`src/rtl/commu_pkg.sv`:
```
// Shared types and constants for the TDMA transmit scheduler: state encoding,
// cfg_bus encodings and counter widths.
package commu_pkg;

    localparam int GUARD_W = 8;
    localparam int WDOG_W  = 16;

    typedef enum logic [2:0] {
        IDLE      = 3'd0,
        WAIT_SLOT = 3'd1,
        LEAD      = 3'd2,
        HEAD      = 3'd3,
        PUSH      = 3'd4,
        TAIL      = 3'd5,
        LAG       = 3'd6,
        NEXT      = 3'd7
    } state_t;

    localparam logic [1:0] BUS_NONE = 2'b00;
    localparam logic [1:0] BUS_A    = 2'b01;
    localparam logic [1:0] BUS_B    = 2'b10;
    localparam logic [1:0] BUS_AB   = 2'b11;

    function automatic logic is_phase(state_t s);
        return (s == HEAD) || (s == PUSH) || (s == TAIL);
    endfunction

    function automatic logic drives_bus(state_t s);
        return s inside {LEAD, HEAD, PUSH, TAIL, LAG};
    endfunction

endpackage

```
`src/rtl/commu_txsched_if.sv`:
```
// Phase handshake between the scheduler (master) and the frame engine (slave):
// 1-cycle fire pulses out, 1-cycle done pulses back.
interface commu_txsched_if;
    logic fire_head;
    logic fire_push;
    logic fire_tail;
    logic done_head;
    logic done_push;
    logic done_tail;

    modport master (
        output fire_head, fire_push, fire_tail,
        input  done_head, done_push, done_tail
    );

    modport slave (
        input  fire_head, fire_push, fire_tail,
        output done_head, done_push, done_tail
    );
endinterface

```
`src/rtl/commu_txsched_cnt.sv`:
```
// Guard down-counter (LEAD/LAG) and per-phase watchdog down-counter.
// The watchdog exists only when COMMU_WDOG_EN is defined.
module commu_txsched_cnt
    import commu_pkg::*;
(
    input  logic               clk_sys,
    input  logic               rst_n,
    input  logic               guard_load,
    input  logic [GUARD_W-1:0] guard_val,
    input  logic               guard_run,
    output logic               guard_expire,
    input  logic               wdog_load,
    input  logic [WDOG_W-1:0]  wdog_lim,
    input  logic               wdog_run,
    output logic               wdog_expire
);

    logic [GUARD_W-1:0] guard_cnt;

    // A guard of 0 still yields one cycle, so 0 and 1 both load 0.
    always_ff @(posedge clk_sys) begin
        if (!rst_n) begin
            guard_cnt <= '0;
        end else if (guard_load) begin
            guard_cnt <= (guard_val == '0) ? '0 : guard_val - GUARD_W'(1);
        end else if (guard_run && (guard_cnt != '0)) begin
            guard_cnt <= guard_cnt - GUARD_W'(1);
        end
    end

    assign guard_expire = (guard_cnt == '0);

`ifdef COMMU_WDOG_EN
    logic [WDOG_W-1:0] wdog_cnt;
    logic              wdog_en;

    always_ff @(posedge clk_sys) begin
        if (!rst_n) begin
            wdog_cnt <= '0;
            wdog_en  <= 1'b0;
        end else if (wdog_load) begin
            wdog_cnt <= wdog_lim - WDOG_W'(1);
            wdog_en  <= (wdog_lim != '0);
        end else if (wdog_run && (wdog_cnt != '0)) begin
            wdog_cnt <= wdog_cnt - WDOG_W'(1);
        end
    end

    assign wdog_expire = wdog_en && (wdog_cnt == '0);
`else
    logic wdog_unused;
    assign wdog_unused = ^{wdog_load, wdog_lim, wdog_run};
    assign wdog_expire = 1'b0;
`endif

endmodule

```
`src/rtl/commu_txsched.sv`:
```
// TDMA transmit scheduler: sequences driver enables and head/push/tail phases
// on bus A and/or B. Optional per-phase watchdog: define COMMU_WDOG_EN.
//
// state     | meaning
// IDLE      | no frame pending
// WAIT_SLOT | frame accepted, waiting for slot_open
// LEAD      | DE asserted, lead guard running
// HEAD      | header phase in progress
// PUSH      | payload phase in progress
// TAIL      | trailer phase in progress
// LAG       | DE held, lag guard running
// NEXT      | one idle cycle switching routing from A to B
module commu_txsched
    import commu_pkg::*;
(
    input  logic               clk_sys,
    input  logic               rst_n,
    input  logic               frm_start,
    input  logic               slot_open,
    input  logic [1:0]         cfg_bus,
    input  logic [GUARD_W-1:0] guard_cyc,
    input  logic [WDOG_W-1:0]  wdog_lim,
    commu_txsched_if.master    phase,
    output logic               de_a,
    output logic               de_b,
    output logic               sel_b,
    output logic               busy,
    output logic               err_miss,
    output logic               err_wdog
);

    state_t             state_q, state_d;
    logic               entry_q;
    logic               abort_q;
    logic               sel_b_q;
    logic [1:0]         cfg_q;
    logic [GUARD_W-1:0] guard_q;

    logic guard_expire, wdog_expire;
    logic phase_done, slot_drop, wdog_hit, abort_any;

    commu_txsched_cnt u_cnt (
        .clk_sys      (clk_sys),
        .rst_n        (rst_n),
        .guard_load   ((state_d == LEAD || state_d == LAG) && (state_d != state_q)),
        .guard_val    (guard_q),
        .guard_run    (state_q == LEAD || state_q == LAG),
        .guard_expire (guard_expire),
        .wdog_load    (is_phase(state_d) && (state_d != state_q)),
        .wdog_lim     (wdog_lim),
        .wdog_run     (is_phase(state_q)),
        .wdog_expire  (wdog_expire)
    );

    always_comb begin
        phase_done = 1'b0;
        case (state_q)
            HEAD:    phase_done = phase.done_head;
            PUSH:    phase_done = phase.done_push;
            TAIL:    phase_done = phase.done_tail;
            default: phase_done = 1'b0;
        endcase
    end

    // Slot loss is reported once; abort_q then carries it to the end of the frame.
    assign slot_drop = (state_q inside {LEAD, HEAD, PUSH, TAIL}) && !slot_open && !abort_q;
    assign wdog_hit  = is_phase(state_q) && wdog_expire && !phase_done;
    assign abort_any = abort_q || slot_drop;

    always_ff @(posedge clk_sys) begin
        if (!rst_n) begin
            state_q <= IDLE;
            entry_q <= 1'b0;
            abort_q <= 1'b0;
            sel_b_q <= 1'b0;
            cfg_q   <= BUS_NONE;
            guard_q <= '0;
        end else begin
            state_q <= state_d;
            entry_q <= (state_d != state_q);
            if (state_q == IDLE && state_d == WAIT_SLOT) begin
                cfg_q   <= cfg_bus;
                guard_q <= guard_cyc;
                sel_b_q <= ~cfg_bus[0];
                abort_q <= 1'b0;
            end else if (state_d == NEXT) begin
                sel_b_q <= 1'b1;
            end
            if (slot_drop || wdog_hit) begin
                abort_q <= 1'b1;
            end
        end
    end

    always_comb begin
        state_d = state_q;
        case (state_q)
            IDLE:      if (frm_start && cfg_bus != BUS_NONE) state_d = WAIT_SLOT;
            WAIT_SLOT: if (slot_open) state_d = LEAD;
            LEAD:      if (guard_expire) state_d = abort_any ? LAG : HEAD;
            HEAD: begin
                if (phase_done)    state_d = abort_any ? LAG : PUSH;
                else if (wdog_hit) state_d = LAG;
            end
            PUSH: begin
                if (phase_done)    state_d = abort_any ? LAG : TAIL;
                else if (wdog_hit) state_d = LAG;
            end
            TAIL:      if (phase_done || wdog_hit) state_d = LAG;
            LAG: begin
                if (guard_expire)
                    state_d = (cfg_q == BUS_AB && !sel_b_q && !abort_q) ? NEXT : IDLE;
            end
            NEXT:      state_d = LEAD;
            default:   state_d = IDLE;
        endcase
    end

    always_comb begin
        phase.fire_head = entry_q && (state_q == HEAD);
        phase.fire_push = entry_q && (state_q == PUSH);
        phase.fire_tail = entry_q && (state_q == TAIL);
        de_a            = drives_bus(state_q) && !sel_b_q;
        de_b            = drives_bus(state_q) && sel_b_q;
        sel_b           = sel_b_q;
        busy            = (state_q != IDLE);
        err_miss        = ((state_q != IDLE) && frm_start) || slot_drop;
        err_wdog        = wdog_hit;
    end

endmodule

```
`src/flat_wrapper.sv`:
```
// flat-port wrapper written by rule: the top's interface ports become plain ports
module commu_txsched_flat import commu_pkg::*;
  (clk_sys, rst_n, frm_start, slot_open, cfg_bus, guard_cyc, wdog_lim, de_a, de_b, sel_b, busy, err_miss, err_wdog, phase_fire_head, phase_fire_push, phase_fire_tail, phase_done_head, phase_done_push, phase_done_tail);
  commu_txsched_if phase_i ();
  input  logic clk_sys;
  input  logic rst_n;
  input  logic frm_start;
  input  logic slot_open;
  input  logic [1:0] cfg_bus;
  input  logic [GUARD_W-1:0] guard_cyc;
  input  logic [WDOG_W-1:0] wdog_lim;
  output logic de_a;
  output logic de_b;
  output logic sel_b;
  output logic busy;
  output logic err_miss;
  output logic err_wdog;
  output wire logic [$bits(phase_i.fire_head)-1:0] phase_fire_head;
  output wire logic [$bits(phase_i.fire_push)-1:0] phase_fire_push;
  output wire logic [$bits(phase_i.fire_tail)-1:0] phase_fire_tail;
  input wire logic [$bits(phase_i.done_head)-1:0] phase_done_head;
  input wire logic [$bits(phase_i.done_push)-1:0] phase_done_push;
  input wire logic [$bits(phase_i.done_tail)-1:0] phase_done_tail;
  assign phase_fire_head = phase_i.fire_head;
  assign phase_fire_push = phase_i.fire_push;
  assign phase_fire_tail = phase_i.fire_tail;
  assign phase_i.done_head = phase_done_head;
  assign phase_i.done_push = phase_done_push;
  assign phase_i.done_tail = phase_done_tail;
  commu_txsched u_core (.clk_sys(clk_sys), .rst_n(rst_n), .frm_start(frm_start), .slot_open(slot_open), .cfg_bus(cfg_bus), .guard_cyc(guard_cyc), .wdog_lim(wdog_lim), .phase(phase_i), .de_a(de_a), .de_b(de_b), .sel_b(sel_b), .busy(busy), .err_miss(err_miss), .err_wdog(err_wdog));
endmodule
```
`config.mk`:
```
export PLATFORM = sky130hd
export DESIGN_NAME = commu_txsched_flat
export DESIGN_NICKNAME = d
export VERILOG_FILES = /design/src/rtl/commu_pkg.sv /design/src/rtl/commu_txsched_if.sv /design/src/rtl/commu_txsched_cnt.sv /design/src/rtl/commu_txsched.sv /design/src/flat_wrapper.sv
export SDC_FILE = /design/constraint.sdc
export NUM_CORES = 1
export LEC_CHECK = 0
export CAP_MARGIN = 20
export CORE_MARGIN = 4
export CORE_UTILIZATION = 35
export DETAILED_ROUTE_END_ITERATION = 16
export PLACE_DENSITY = 0.65
export SETUP_SLACK_MARGIN = 0.15
export SKIP_LAST_GASP = 1
export SLEW_MARGIN = 10
export SYNTH_ARGS = -nofsm -noshare
export SYNTH_HDL_FRONTEND = slang
export SYNTH_SLANG_ARGS = --single-unit
export TNS_END_PERCENT = 100
```
`constraint.sdc`:
```
create_clock -name clk_sys -period 3.3 [get_ports clk_sys]
set_input_delay 0.825 -clock clk_sys [delete_from_list [all_inputs] [get_ports clk_sys]]
set_output_delay 0.825 -clock clk_sys [all_outputs]
set_load 0.01 [all_outputs]
```
Word level (Yosys, flattened, before mapping)
Index checks and enable logic that the tools add are counted.

Add/subtract/negate cells: 2. Equal/unequal tests: 13. Muxes and demuxes: 20. Bitwise logic cells: 1. Reduce and logical (&&, ||, !) cells: 32.

Operators by type and width (count): 3-bit two-way mux (9); 8-bit two-way mux (3); 3-bit one-hot mux with 8 select lines (1); 3-bit equality test, second input constant (6); 8-bit logical NOT (2); 8-bit by 1-bit subtractor with 8-bit output, second input constant (2); 1-bit logical AND (14); 3-bit by 2-bit equality test with 1-bit output, second input constant (3); 2-bit nonzero test (4); 8-bit nonzero test (1); 3-bit by 1-bit equality test with 1-bit output, second input constant (2); 5-bit nonzero test (1); 1-bit logical OR (4); 1-bit two-way mux (4); 2-bit two-way mux (2); 4-bit nonzero test (1); 1-bit logical NOT (3); 3-bit logical NOT (1); 3-bit inequality test (1); 1-bit one-hot mux with 3 select lines (1); 3-bit nonzero test (1); 2-bit equality test, second input constant (1); 1-bit NOT (1).

Register bits after elaboration: 24. Input port bits: 33. Logic and storage cells: 75.

Logic depth before layout (Yosys ltp)
Depth after elaboration: 12. Depth in mapped cells: 9.

Hierarchy
A second synthesis with hierarchy kept.

Cells, all modules: 239. Area total of the unflattened synthesis: 1965.6 um2.

Modules (own cells, without submodules): commu_txsched (instances 1, cells an instance 153, area each 1227.4 um2); commu_txsched_cnt (instances 1, cells an instance 86, area each 738.2 um2).

Least setup slack after synthesis
No wires, ideal clock.

Path kind: input to register. From: in slot_open. To: reg u_core.u_cnt.guard_cnt[3]. Library setup time: 0.123 ns. Arrival time: 2.522 ns. Path slack: 0.655 ns. Stages: 8. Buffers on the path: 2. Cells stage by stage: buf_2 -> nand2b_1 -> o32ai_1 -> a221o_2 -> a2111oi_4 -> buf_6 -> mux2i_1 -> o22ai_1.

Word-level cells in the longest chain between the ends: 11. Elaborated cells between the ends (all ways): 19.

Ends and longest elaborated chain: from (decl) (line flat_wrapper.sv:8) `input logic slot_open;`; 1-bit logical NOT (line commu_txsched.sv:66) `assign slot_drop = (state_q inside {LEAD, HEAD, PUSH, TAIL}) && !slot_open && !abort_q;`; 1-bit logical AND (2 in series) (line commu_txsched.sv:66); 1-bit logical OR (line commu_txsched.sv:68) `assign abort_any = abort_q || slot_drop;`; 2-bit two-way mux (tied with other cells) (line commu_txsched.sv:106) `if (phase_done) state_d = abort_any ? LAG : TAIL;`; 3-bit two-way mux, on equally long branches (line commu_txsched.sv:106, commu_txsched.sv:100, commu_txsched.sv:102); 3-bit one-hot mux with 8 select lines (*) (line commu_txsched.sv:97) `case (state_q)`; 3-bit by 2-bit equality test with 1-bit output or 3-bit equality test (tied branches) (line commu_txsched.sv:45) `.guard_load ((state_d == LEAD || state_d == LAG) && (state_d != state_q)),`; 1-bit logical OR (line commu_txsched.sv:45); 1-bit logical AND (*) (line commu_txsched.sv:45); 8-bit two-way mux or 2-bit nonzero test (tied branches); to (signal assigned) (line commu_txsched_cnt.sv:25) `guard_cnt <= (guard_val == '0) ? '0 : guard_val - GUARD_W'(1);`; to (signal assigned) (line commu_txsched_cnt.sv:27) `guard_cnt <= guard_cnt - GUARD_W'(1);`; to (decl) (line commu_txsched_cnt.sv:18) `logic [GUARD_W-1:0] guard_cnt;`.

Mark *: on every way between the ends. The rest lies on a longest branch, timed or not. A chain may end at the register's enable or synchronous reset.

Worst setup path in the final report
From: in slot_open. To: out err_miss.

Word-level cells in the longest chain between the ends: 4.

Ends and longest elaborated chain: 1-bit logical NOT (line commu_txsched.sv:66); 1-bit logical AND (2 in series) (line commu_txsched.sv:66); 1-bit logical OR (line commu_txsched.sv:127) `err_miss = ((state_q != IDLE) && frm_start) || slot_drop;`; to (decl) (line flat_wrapper.sv:16) `output logic err_miss;`.

No other way between the ends.

==> out/results.tsv <==
stage	metric	value	unit
die	die span in y	78.1	microns
power_and_ir_drop	Leakage	0.848	nW
grt	first-pass GRT wire length	6.80	mm
placement	Port Buffers	24	
die	site row count	25	
sta	Final Hold Viols	0	
synth	number of synthesized flops with an enable pin	0	
placement	placed cell count	298	
final_layout	register area	480	sq um
synth	sequential area share after synthesis	27.9	%
cts	Clk pin slew, worst setup/hold paths	0.09	ns
power_and_ir_drop	Cell Pwr Density	1240	nW/um^2
cts	total CTS buffers	3	
critical_path	worst flop-to-flop path endpoint	u_core.u_cnt.guard_cnt[3]$_SDFFE_PN0P_	
cts	CTS tree	done	
min_path	Hold WC Path Type	flip-flop to flip-flop	
detailed_routing	antenna-violating nets left	0	
sta	final setup vio count	0	
cts	clock root buffer	clkbuf_8	
min_path	Hold EP	u_core.u_cnt.guard_cnt[4]$_SDFFE_PN0P_	
synth	Async S/R FF share, synth	0	%
critical_path	R2R Setup Slk	0.58	ns
critical_path	Worst Path Arrival	2.16	ns
final_layout	most frequent cells in the layout	26 x nor2_1, 24 x dfxtp_1, 23 x clkdlybuf4s50_1	
sta	clk_skew	0.00838	ns
synth	Yosys reg bits	24	
placement	Cell Area, Placed	2030	sq um
critical_path	Slowest-stage cell, CP	clkdlybuf4s50_1	
die	# IOs	42	
cts	clk sinks	24	
cts	Max clock buf depth	2	
final_layout	multi-input logic area	1130	sq um
final_layout	nets	272	
detailed_routing	routed wire length	3.90	mm
critical_path	worst-path cell chain	dlygate4sd2_1, a211oi_1, nor2_1, a21oi_1, clkdlybuf4s50_1	
placement	dpl hpwl	3.00	mm
critical_path	critical path data required time	2.47	ns
outcome	run status	completed	
detailed_routing	Initial DRC Count	156	
critical_path	CP Launch Type	primary input	
final_layout	Design Area, Final	2100	sq um
sta	Slew @ Worst Pin	0.774	ns
detailed_routing	DRC	0	
die	DIE WIDTH	78.1	microns
sta	Final min period	2.98	ns
die	Initial Utilization	36.2	%
final_layout	P&R area growth vs syn	22.0	%
sta	Slew Viols, Final	0	
critical_path	Worst R2R Start	u_core.state_q[0]$_SDFF_PN0_	
critical_path	Worst Setup End Kind	output port	
synth	yosys warns	0	
synth	Post-Synthesis Cells	213	
job	max-cap viol count	0	
synth	synthesized area	1720	sq um
die	die area	6100	sq um
min_path	Hold Path Cell Cnt	2	
critical_path	R2R depth	7	
cts	postcts setup bufs	0	
cts	H-tree Lvls	1	
critical_path	kind of critical path	primary input to output port	
grt	GR Util All Layers	13.5	%
synth	Main synth FF type	dfxtp_1	
grt	vias in the first global route	1464	
sta	relative slew slack	47.9	%
grt	initial antenna violation count	0	
sta	fin crit share	90.3	%
final_layout	share of layout cells above drive strength 1	10.2	%
detailed_routing	average via count per standard cell	5.26	
placement	routability cong.	0.861	
detailed_routing	Avg WL per Cell	12.9	microns
min_path	hold wc startpoint	u_core.u_cnt.guard_cnt[4]$_SDFFE_PN0P_	
cts	Skew-Pair Late Insertion Delay	0.27	ns
die	core area	4750	sq um
critical_path	critical path peak fanout	9	
sta	fmax	336	MHz
grt	gr ovfl total	0	
final_layout	Layout Cells excl Fill	302	
power_and_ir_drop	maximum vdd drop	0.000797	V
sta	RSZ-0062 raised after global routing	no	
detailed_routing	total iterations of the first detailed-routing run	4	
detailed_routing	Vias	1588	
sta	setup TNS	0	ns
final_layout	Antenna Cells	0	
final_layout	leading cell type in the layout, fill and taps excluded	nor2_1	
synth	syn_area_per_cell	8.08	sq um
grt	largest net degree at the start of global routing	24	
critical_path	crit-path max cell delay	0.56	ns
final_layout	Layout fillers	512	
synth	Synth cell types	59	
synth	Syn Nets	249	
-- where the power goes --
group | switching (mW) | internal [mW]
Combinational | 0.881 | 0.857
Clock | 0.0930 | 0.162
Sequential | 0.201 | 0.418
Total | 1.17 | 1.44
-- stage by stage --
step                hold WS [ns]  utilization, %  total power, mW  worst slack [ns]
floorplan                  0.459               -             1.91             0.655
global placement           0.476            42.7             2.34            0.0244
detailed placement         0.480            42.7             2.37           -0.0327
CTS                        0.495            44.1             2.63             0.314
global route               0.550            44.1             2.88             0.185
finish                     0.490            44.1             2.61             0.319
-- Yosys cell counts, drive strengths merged, types with 2 or more instances --
cell type | count | area, sq um
a31oi | 2 | 12.5
a21oi | 18 | 90.1
nor4b | 3 | 41.3
nand4 | 3 | 18.8
nand4b | 2 | 17.5
nor3b | 2 | 15.0
xnor2 | 2 | 17.5
nor2b | 6 | 37.5
mux2i | 15 | 150
and3 | 2 | 13.8
a211oi | 5 | 42.5
a221oi | 2 | 17.5
inv | 8 | 30.0
nor2 | 26 | 97.6
ha | 3 | 37.5
and2 | 2 | 13.8
and3b | 2 | 17.5
buf | 7 | 50.1
nor4 | 3 | 18.8
nor3 | 5 | 30.0
nand3b | 2 | 15.0
nand2 | 18 | 67.6
a21o | 3 | 23.8
nand3 | 7 | 35.0
or4 | 2 | 15.0
dfxtp | 24 | 480
mux2 | 3 | 33.8
clkbuf | 5 | 18.8
o21ai | 4 | 20.0
o22ai | 5 | 31.3
nand2b | 3 | 18.8
-- routing by layer --
| layer | part of all wire, % | vias up | track usage [%] |
|---|---|---|---|
| li1 | - | 820 | - |
| met1 | 49 | 720 | 18.9 |
| met2 | 43 | 41 | 20.3 |
| met4 | 1.5 | 0 | 5.59 |
| met5 | 0 | - | 0 |
| met3 | 5.9 | 7 | 2.52 |
-- worst max-delay path: cells and delay by family --
| family | cells | cell delay, ns |
|---|---|---|
| buf+inv | 2 | 0.88 |
| simple gates | 1 | 0.06 |
| compound gates | 2 | 0.39 |
-- state kept, by name (all words and copies together) (netlist names) --
| name | count |
|---|---|
| u_core.entry_q | 1 |
| u_core.cfg_q | 2 |
| u_core.guard_q | 8 |
| u_core.sel_b | 1 |
| u_core.abort_q | 1 |
| u_core.u_cnt.guard_cnt | 8 |
| u_core.state_q | 3 |
-- repair_timing --
item / in CTS / in global routing
gates resized for setup: 1 / 0
setup endpoints to repair: 1 / 0
hold buffers: 0 / 0
-- cell type report --
type	count	area share, %
repair buffers	31	14.5
well taps	67	4.00
clock inverters	1	1.43
clock buffers	3	1.97
multi-input cells	168	53.8
inverters	8	1.43
flip-flops and latches	24	22.9
-- how the worst max path moves through the flow --
stage,startpoint,end,slack (ns),cells past startpoint
floorplan,slot_open,u_core.u_cnt.guard_cnt[3]$_SDFFE_PN0P_,0.65,8
global placement,slot_open,u_core.u_cnt.guard_cnt[1]$_SDFFE_PN0P_,0.02,8
detailed placement,slot_open,u_core.u_cnt.guard_cnt[4]$_SDFFE_PN0P_,-0.03,8
CTS,slot_open,err_miss,0.31,5
global route,slot_open,err_miss,0.19,5
finish,slot_open,err_miss,0.32,5
-- cell families after synthesis --
family | Yosys count | share of synthesized area, %
other cells | 1 | 0.218
mux | 18 | 10.7
buf+inv | 21 | 6.47
fa+ha+maj | 3 | 2.18
compound gates | 50 | 20.9
xor+xnor | 3 | 1.53
flops | 24 | 27.9
simple gates | 93 | 30.0
Power figures use the tool's default switching activity.
